$ cat src/rtl/clk_frame_gen.sv
// Free-running frame / PRI timing generator: frame-aligned PRI pulses plus
// start/end-of-frame markers, all registered one cycle after the counter decode.
module clk_frame_gen #(
  parameter int FRAME_CYCLES = 100000,
  parameter int PRI_CYCLES   = 1000,
  parameter int PRI_WIDTH    = 1
) (
  input  logic clk,
  input  logic reset,
  output logic start_of_frame,
  output logic pulse_repetition_interval,
  output logic end_of_frame
);

  localparam int FW = $clog2(FRAME_CYCLES);
  localparam int PW = $clog2(PRI_CYCLES);

  localparam logic [FW-1:0] FRAME_LAST = FW'(FRAME_CYCLES - 1);
  localparam logic [PW-1:0] PRI_LAST   = PW'(PRI_CYCLES - 1);
  localparam logic [PW-1:0] PRI_HIGH   = PW'(PRI_WIDTH);

  if ((PRI_CYCLES < 2) || (PRI_WIDTH < 1) || (PRI_WIDTH >= PRI_CYCLES) ||
      (FRAME_CYCLES < PRI_CYCLES) || ((FRAME_CYCLES % PRI_CYCLES) != 0)) begin : g_bad_params
    $error("clk_frame_gen: illegal FRAME_CYCLES/PRI_CYCLES/PRI_WIDTH combination");
  end

  logic [1:0]    rst_sync_q, rst_sync_d;
  logic [FW-1:0] frame_cnt_q, frame_cnt_d;
  logic [PW-1:0] pri_cnt_q, pri_cnt_d;
  logic          sof_q, sof_d;
  logic          pri_q, pri_d;
  logic          eof_q, eof_d;
  logic          run;
  logic          frame_wrap;
  logic          pri_wrap;

  // Release is seen two edges late; assertion clears everything at once.
  assign rst_sync_d = {rst_sync_q[0], 1'b1};
  assign run        = rst_sync_q[1];

  always_comb begin
    frame_cnt_d = frame_cnt_q;
    pri_cnt_d   = pri_cnt_q;
    sof_d       = 1'b0;
    pri_d       = 1'b0;
    eof_d       = 1'b0;
    frame_wrap  = (frame_cnt_q == FRAME_LAST);
    pri_wrap    = (pri_cnt_q == PRI_LAST);
    if (run) begin
      sof_d       = (frame_cnt_q == '0);
      eof_d       = frame_wrap;
      pri_d       = (pri_cnt_q < PRI_HIGH);
      frame_cnt_d = frame_wrap ? '0 : frame_cnt_q + 1'b1;
      // Frame wrap also realigns the PRI slot grid.
      pri_cnt_d   = (frame_wrap || pri_wrap) ? '0 : pri_cnt_q + 1'b1;
    end
  end

  always_ff @(posedge clk or negedge reset) begin
    if (!reset) begin
      rst_sync_q  <= '0;
      frame_cnt_q <= '0;
      pri_cnt_q   <= '0;
      sof_q       <= 1'b0;
      pri_q       <= 1'b0;
      eof_q       <= 1'b0;
    end else begin
      rst_sync_q  <= rst_sync_d;
      frame_cnt_q <= frame_cnt_d;
      pri_cnt_q   <= pri_cnt_d;
      sof_q       <= sof_d;
      pri_q       <= pri_d;
      eof_q       <= eof_d;
    end
  end

  assign start_of_frame            = sof_q;
  assign pulse_repetition_interval = pri_q;
  assign end_of_frame              = eof_q;

endmodule

$ cat config.mk
export PLATFORM = sky130hd
export DESIGN_NAME = clk_frame_gen
export DESIGN_NICKNAME = d
export VERILOG_FILES = /design/src/rtl/clk_frame_gen.sv
export SDC_FILE = /design/constraint.sdc
export NUM_CORES = 1
export LEC_CHECK = 0
export CORE_ASPECT_RATIO = 1.5
export CORE_UTILIZATION = 45
export DETAILED_ROUTE_END_ITERATION = 16
export PLACE_DENSITY = 0.68
export SETUP_SLACK_MARGIN = 0.15
export SLEW_MARGIN = 20
export SYNTH_ARGS = -nofsm -noshare
export SYNTH_HDL_FRONTEND = slang
export SYNTH_SLANG_ARGS = --single-unit
$ cat constraint.sdc
create_clock -name clk -period 1.8 [get_ports clk]
set_clock_uncertainty 0.15 [all_clocks]
set_input_delay 0.36 -clock clk [delete_from_list [all_inputs] [get_ports clk]]
set_output_delay 0.36 -clock clk [all_outputs]
set_load 0.01 [all_outputs]
; ---- Word level (Yosys, flattened, before mapping)
; Index checks and enable logic that the tools add are counted.
[totals]
register_bits = 32
input_bits = 2
output_inout_bits = 3
word_cells = 18
[op_classes]
order_cmp = 1
n_reduce_logical = 2
addsub = 2
muxes = 5
eq_ne = 2
[op_table]
columns = op, n
row1 = 17-bit by 1-bit adder with 17-bit output (second input constant), 1
row2 = 17-bit == test (second input constant), 1
row3 = 17-bit logical NOT, 1
row4 = 17-bit two-way mux, 1
row5 = 10-bit by 1-bit adder with 10-bit output (second input constant), 1
row6 = 10-bit == test (second input constant), 1
row7 = 10-bit by 1-bit less-than comparator with 1-bit output (second input constant), 1
row8 = 10-bit two-way mux, 1
row9 = 1-bit two-way mux, 3
row10 = 1-bit logical OR, 1

; ---- Longest topological paths before layout
[logic_depth]
ltp_word = 3
mapped_depth = 5
mapped_depth_nobuf = 5

; ---- Worst setup path after synthesis
; Ideal clock, no wire load.
[synth_path]
kind = reg2reg
start = register frame_cnt_q[0]
end = register frame_cnt_q[14]
path_buffers = 0
slack_ps = 196
t_arrival_ps = 1331
required_time_ps = 1527
path_stages_with_launch = 6
setup_ps = 123
synth_period_minus_slack_ps = 1604
path_cell_list = dfrtp_1 ha_1 nand2_1 nor4_2 nand4_1 xnor2_1
[synth_between]
elab_chain_cells = 2
elab_cells_between_ends = 3
classes_between = add/sub: 1 / eq/ne: 1 / mux: 1
[synth_lines]
columns = element, line
row1 = start: declaration, 28  ; logic [FW-1:0] frame_cnt_q, frame_cnt_d;
row2 = start signal: assignment, 69  ; frame_cnt_q <= frame_cnt_d;
row3 = 17-bit by 1-bit adder with 17-bit output / 17-bit == test (equally long branches), "53, 47"
row4 = 17-bit two-way mux *, 53  ; frame_cnt_d = frame_wrap ? '0 : frame_cnt_q + 1'b1;
; Mark *: on every way between the ends. The rest lies on a longest branch, timed or not.
; A chain may end at the register's enable or synchronous reset.

; ---- Final worst setup path
[layout_path]
start = register frame_cnt_q[11]
end = register frame_cnt_q[10]
[layout_between]
elab_chain_cells = 2
[layout_lines]
columns = element, line
row1 = 17-bit == test, 47  ; frame_wrap = (frame_cnt_q == FRAME_LAST);
row2 = 17-bit two-way mux, 53
; No other way between the ends.

==> results.md <==
- Run status: completed
- 1st-pass router iterations: 4
- Destination of the critical timing path: frame_cnt_q[10]
- Worst R2R Setup Slack: 0.19 ns
- DIE WIDTH: between 50 and 60 µm
- Sum of negative setup slack: 0 ns
- Site Rows: 26
- Most frequently used cell type in the post-synthesis netlist: sky130_fd_sc_hd__dfrtp_1
- CP Data Required Time: approximately 1.8 ns
- Largest area contributor in the netlist: sky130_fd_sc_hd__dfrtp_1
- Comb pwr share: 22.7%
- Net switching power figure: ~0.70 mW
- Port Buffer Count: 4
- Synth cell count leaders: sky130_fd_sc_hd__dfrtp_1, sky130_fd_sc_hd__nor2_1, sky130_fd_sc_hd__xnor2_1
- Power share of the sequential group: 49.1%
- Total area of multi-input combinational cells: 870 µm²
- Area of the die: roughly 3800 µm²
- Global-route usage over all layers: between 20% and 30%
- Number of levels in the clock H-tree: 2
- Cell family with most CP delay: simple AND/OR/NAND/NOR gates
- Source-to-sink clock delay at the later pin of the worst-skew pair: 0.29 ns
- Sum of internal, switching and leakage power: 2.10 mW
- Layout cells sized above 1: 29.0%
- Post-cts hold buffer count: 0
- Portion of total power attributed to the clock network: roughly 28%
- Routed wire length per instance: approximately 16 µm
- Total via count after detailed routing: 1246
- FF+latch count, synth: 32
- Overall overflow remaining after global route: 0
- Final ANT Viol Nets: 0
- Number of CTS-inserted buffers: 5
- Maximum buffer depth of the clock tree: 2
- Unique masters post-synth: 32
- Final setup violation count: 0
- Number of sinks handled by clock tree synthesis: 32
- Leakage power figure: 0.877 nW
- Antenna violations before repair: 0
- Largest cells by area after synthesis: sky130_fd_sc_hd__dfrtp_1, sky130_fd_sc_hd__xnor2_1, sky130_fd_sc_hd__nor2_1
- # Max-Cap Violations: 0
- Nets in the synthesized netlist: between 150 and 200
- Total wirelength of the detailed-routed design: around 3600 µm
- Worst-path cell chain: nor4_4 -> nand4_4 -> nor2_4 -> buf_6 -> nor2_1
- Count of placed standard cells in the final layout, fillers left out: around 230
- Drt initial violations: 25
- Endpoint class of the critical path: flop
- WS Path Type: flop to flop
- Filler Cells Inserted: 291
- Clk pin slew, worst setup/hold paths: roughly 0.07 ns
- Fin. Hold Viols: 0
- Worst IR drop on VDD: ~600 µV
- Number of buffer and inverter instances along the worst setup path: 1
- Post-synthesis async set-or-reset flop share: 100%
- Maximum number of pins on one net before global-route repair: 33
- Worst stage delay on the critical path: roughly 0.42 ns
- End of the worst register-to-register path: frame_cnt_q[10]
- Weighted congestion at the end of routability-driven global placement: 0.863
- Ys Warns: 0
- Cell-internal power: ~1.4 mW
- HPWL Detailed: approximately 2300 µm
- Highest net fanout along the worst path: 6
- Starting density of the core: 47.2%
- Average cell area after synthesis: a little over 10 µm²
- Layout overhead on the synthesized area: 27.9%
- Final period utilization: between 80% and 90%
- Count of inserted antenna diode cells: 0
- CP max-delay cell: sky130_fd_sc_hd__dfrtp_1
- R2r startpoint: frame_cnt_q[11]
- Max Clock Freq: 0.622 GHz
- Chip Height: 74.9 µm
- Count of pins on the block boundary: 5
- Final net count: ~190
- Synthesized netlist cell count: 155
- Sequential area share after synthesis: between 50 and 60%
- Final critical path time including I/O delays and setup: roughly 1.6 ns
- Number of design rule violations left after detail routing: 0
- CP startpoint kind: flop
- TritonCTS clock tree: yes
- Register cell area after layout: a little over 800 µm²
- Area of the mapped netlist: 1600 µm²
- Via count of the first global-routing pass: 1246
- Critical Path AT: 1.64 ns
- Crit. path cell count: 5
- Max Transition Viols Final: 0
- R2R cell count: 5
- Worst setup startpoint: frame_cnt_q[11]
- # placed instances: roughly 210
- Post-DR vias/cell: between 5 and 6
- Global-route wire length before repair: ~5500 µm
- Number of enable-type register cells in the synthesized netlist: 0
- CTS root buf: sky130_fd_sc_hd__clkbuf_8
- Fraction of power spent switching nets: approximately a third
- Floorplan Core Area: 3380 µm²
- Worst min-delay path class: flop to flop
- Synth top area share: roughly 50%
- Power per unit of standard cell area: 1030 nW/µm²
- RSZ-0062 raised after global routing: true
- Most frequently used flop master after synthesis: sky130_fd_sc_hd__dfrtp_1
power groups by stage:
stage | registers, mW | logic, mW | clock network [mW]
floorplan | 0.990 | 0.273 | 0
global placement | 1.01 | 0.384 | 0
detailed placement | 1.02 | 0.398 | 0
CTS | 1.01 | 0.421 | 0.612
global route | 1.04 | 0.529 | 0.634
finish | 1.03 | 0.475 | 0.592
registers in the layout, indices dropped and copies added (netlist names):
signal and count:
end_of_frame 1, start_of_frame 1, pulse_repetition_interval 1, frame_cnt_q 17, rst_sync_q 2, pri_cnt_q 10
timing repair:
| action | in CTS | in global routing |
|---|---|---|
| setup buffers | 3 | 10 |
| gates resized for setup | 13 | 18 |
| pin swaps | 4 | 18 |
| endpoints found under the hold margin | 0 | 0 |
| endpoints found under the setup margin | 24 | 23 |
how the worst min path moves through the flow:
stage / cells past startpoint / from / endpoint
6_report: 0 / rst_sync_q[0] / rst_sync_q[1]
2_1_floorplan: 0 / reset / end_of_frame
3_5_place_dp: 0 / rst_sync_q[0] / rst_sync_q[1]
3_3_place_gp: 0 / rst_sync_q[0] / rst_sync_q[1]
5_1_grt: 0 / rst_sync_q[0] / rst_sync_q[1]
4_1_cts: 0 / rst_sync_q[0] / rst_sync_q[1]
metrics by stage:
step	setup slack (ns)	util [%]	cell area, µm²	hold slack [ns]
floorplan	0.196	-	1600	-0.0856
global placement	0.0969	51.0	1720	0.182
detailed placement	0.0241	51.0	1720	0.185
CTS	0.138	56.1	1900	0.199
global route	0.0843	60.3	2040	0.223
finish	0.191	60.3	2040	0.198
per-layer routing:
metal	vias up	track usage, %	part of all wire, %
li1	597	-	-
met1	618	20.4	36
met2	20	36.9	57
met3	11	4.85	2.8
met4	0	15.1	4.3
met5	-	0	0
cells by family (layout without fill, tap and decap cells):
| family | count (synthesis) | after routing | synth area share [%] |
|---|---|---|---|
| flops | 32 | 32 | 50.2 |
| compound gates | 9 | 9 | 4.00 |
| mux | 2 | 2 | 1.25 |
| xor+xnor | 20 | 20 | 11.0 |
| buf+inv | 10 | 38 | 2.43 |
| fa+ha+maj | 4 | 4 | 3.14 |
| simple gates | 77 | 77 | 27.8 |
| other cells | 1 | 1 | 0.235 |
layout make-up:
cell class	instances	area share, %
clock buffer	7	4.72
inverter	8	1.47
multi-input combinational	113	42.6
sequential	32	39.5
tap	42	2.58
timing repair buffer	23	9.14
cell usage in the layout (no fill, tap or decap), types with 2 or more instances in the layout:
cell / instances
sky130_fd_sc_hd__dfrtp_1: 28
sky130_fd_sc_hd__buf_4: 17
sky130_fd_sc_hd__xnor2_1: 15
sky130_fd_sc_hd__nor2_1: 13
sky130_fd_sc_hd__nand2_1: 13
sky130_fd_sc_hd__inv_1: 8
sky130_fd_sc_hd__nand4_1: 8
sky130_fd_sc_hd__nand3_1: 7
sky130_fd_sc_hd__clkbuf_8: 7
sky130_fd_sc_hd__nor2_2: 6
sky130_fd_sc_hd__nor3_1: 5
sky130_fd_sc_hd__xor2_1: 5
sky130_fd_sc_hd__nor4_4: 4
sky130_fd_sc_hd__dfrtp_2: 4
sky130_fd_sc_hd__nand3_2: 3
sky130_fd_sc_hd__nor3_2: 3
sky130_fd_sc_hd__and4_1: 3
sky130_fd_sc_hd__nor4_1: 3
sky130_fd_sc_hd__o22ai_1: 3
sky130_fd_sc_hd__ha_1: 3
sky130_fd_sc_hd__dlygate4sd2_1: 3
sky130_fd_sc_hd__and3_1: 2
sky130_fd_sc_hd__mux2i_1: 2
sky130_fd_sc_hd__buf_6: 2
No activity file was read; power rests on OpenSTA's default activity.
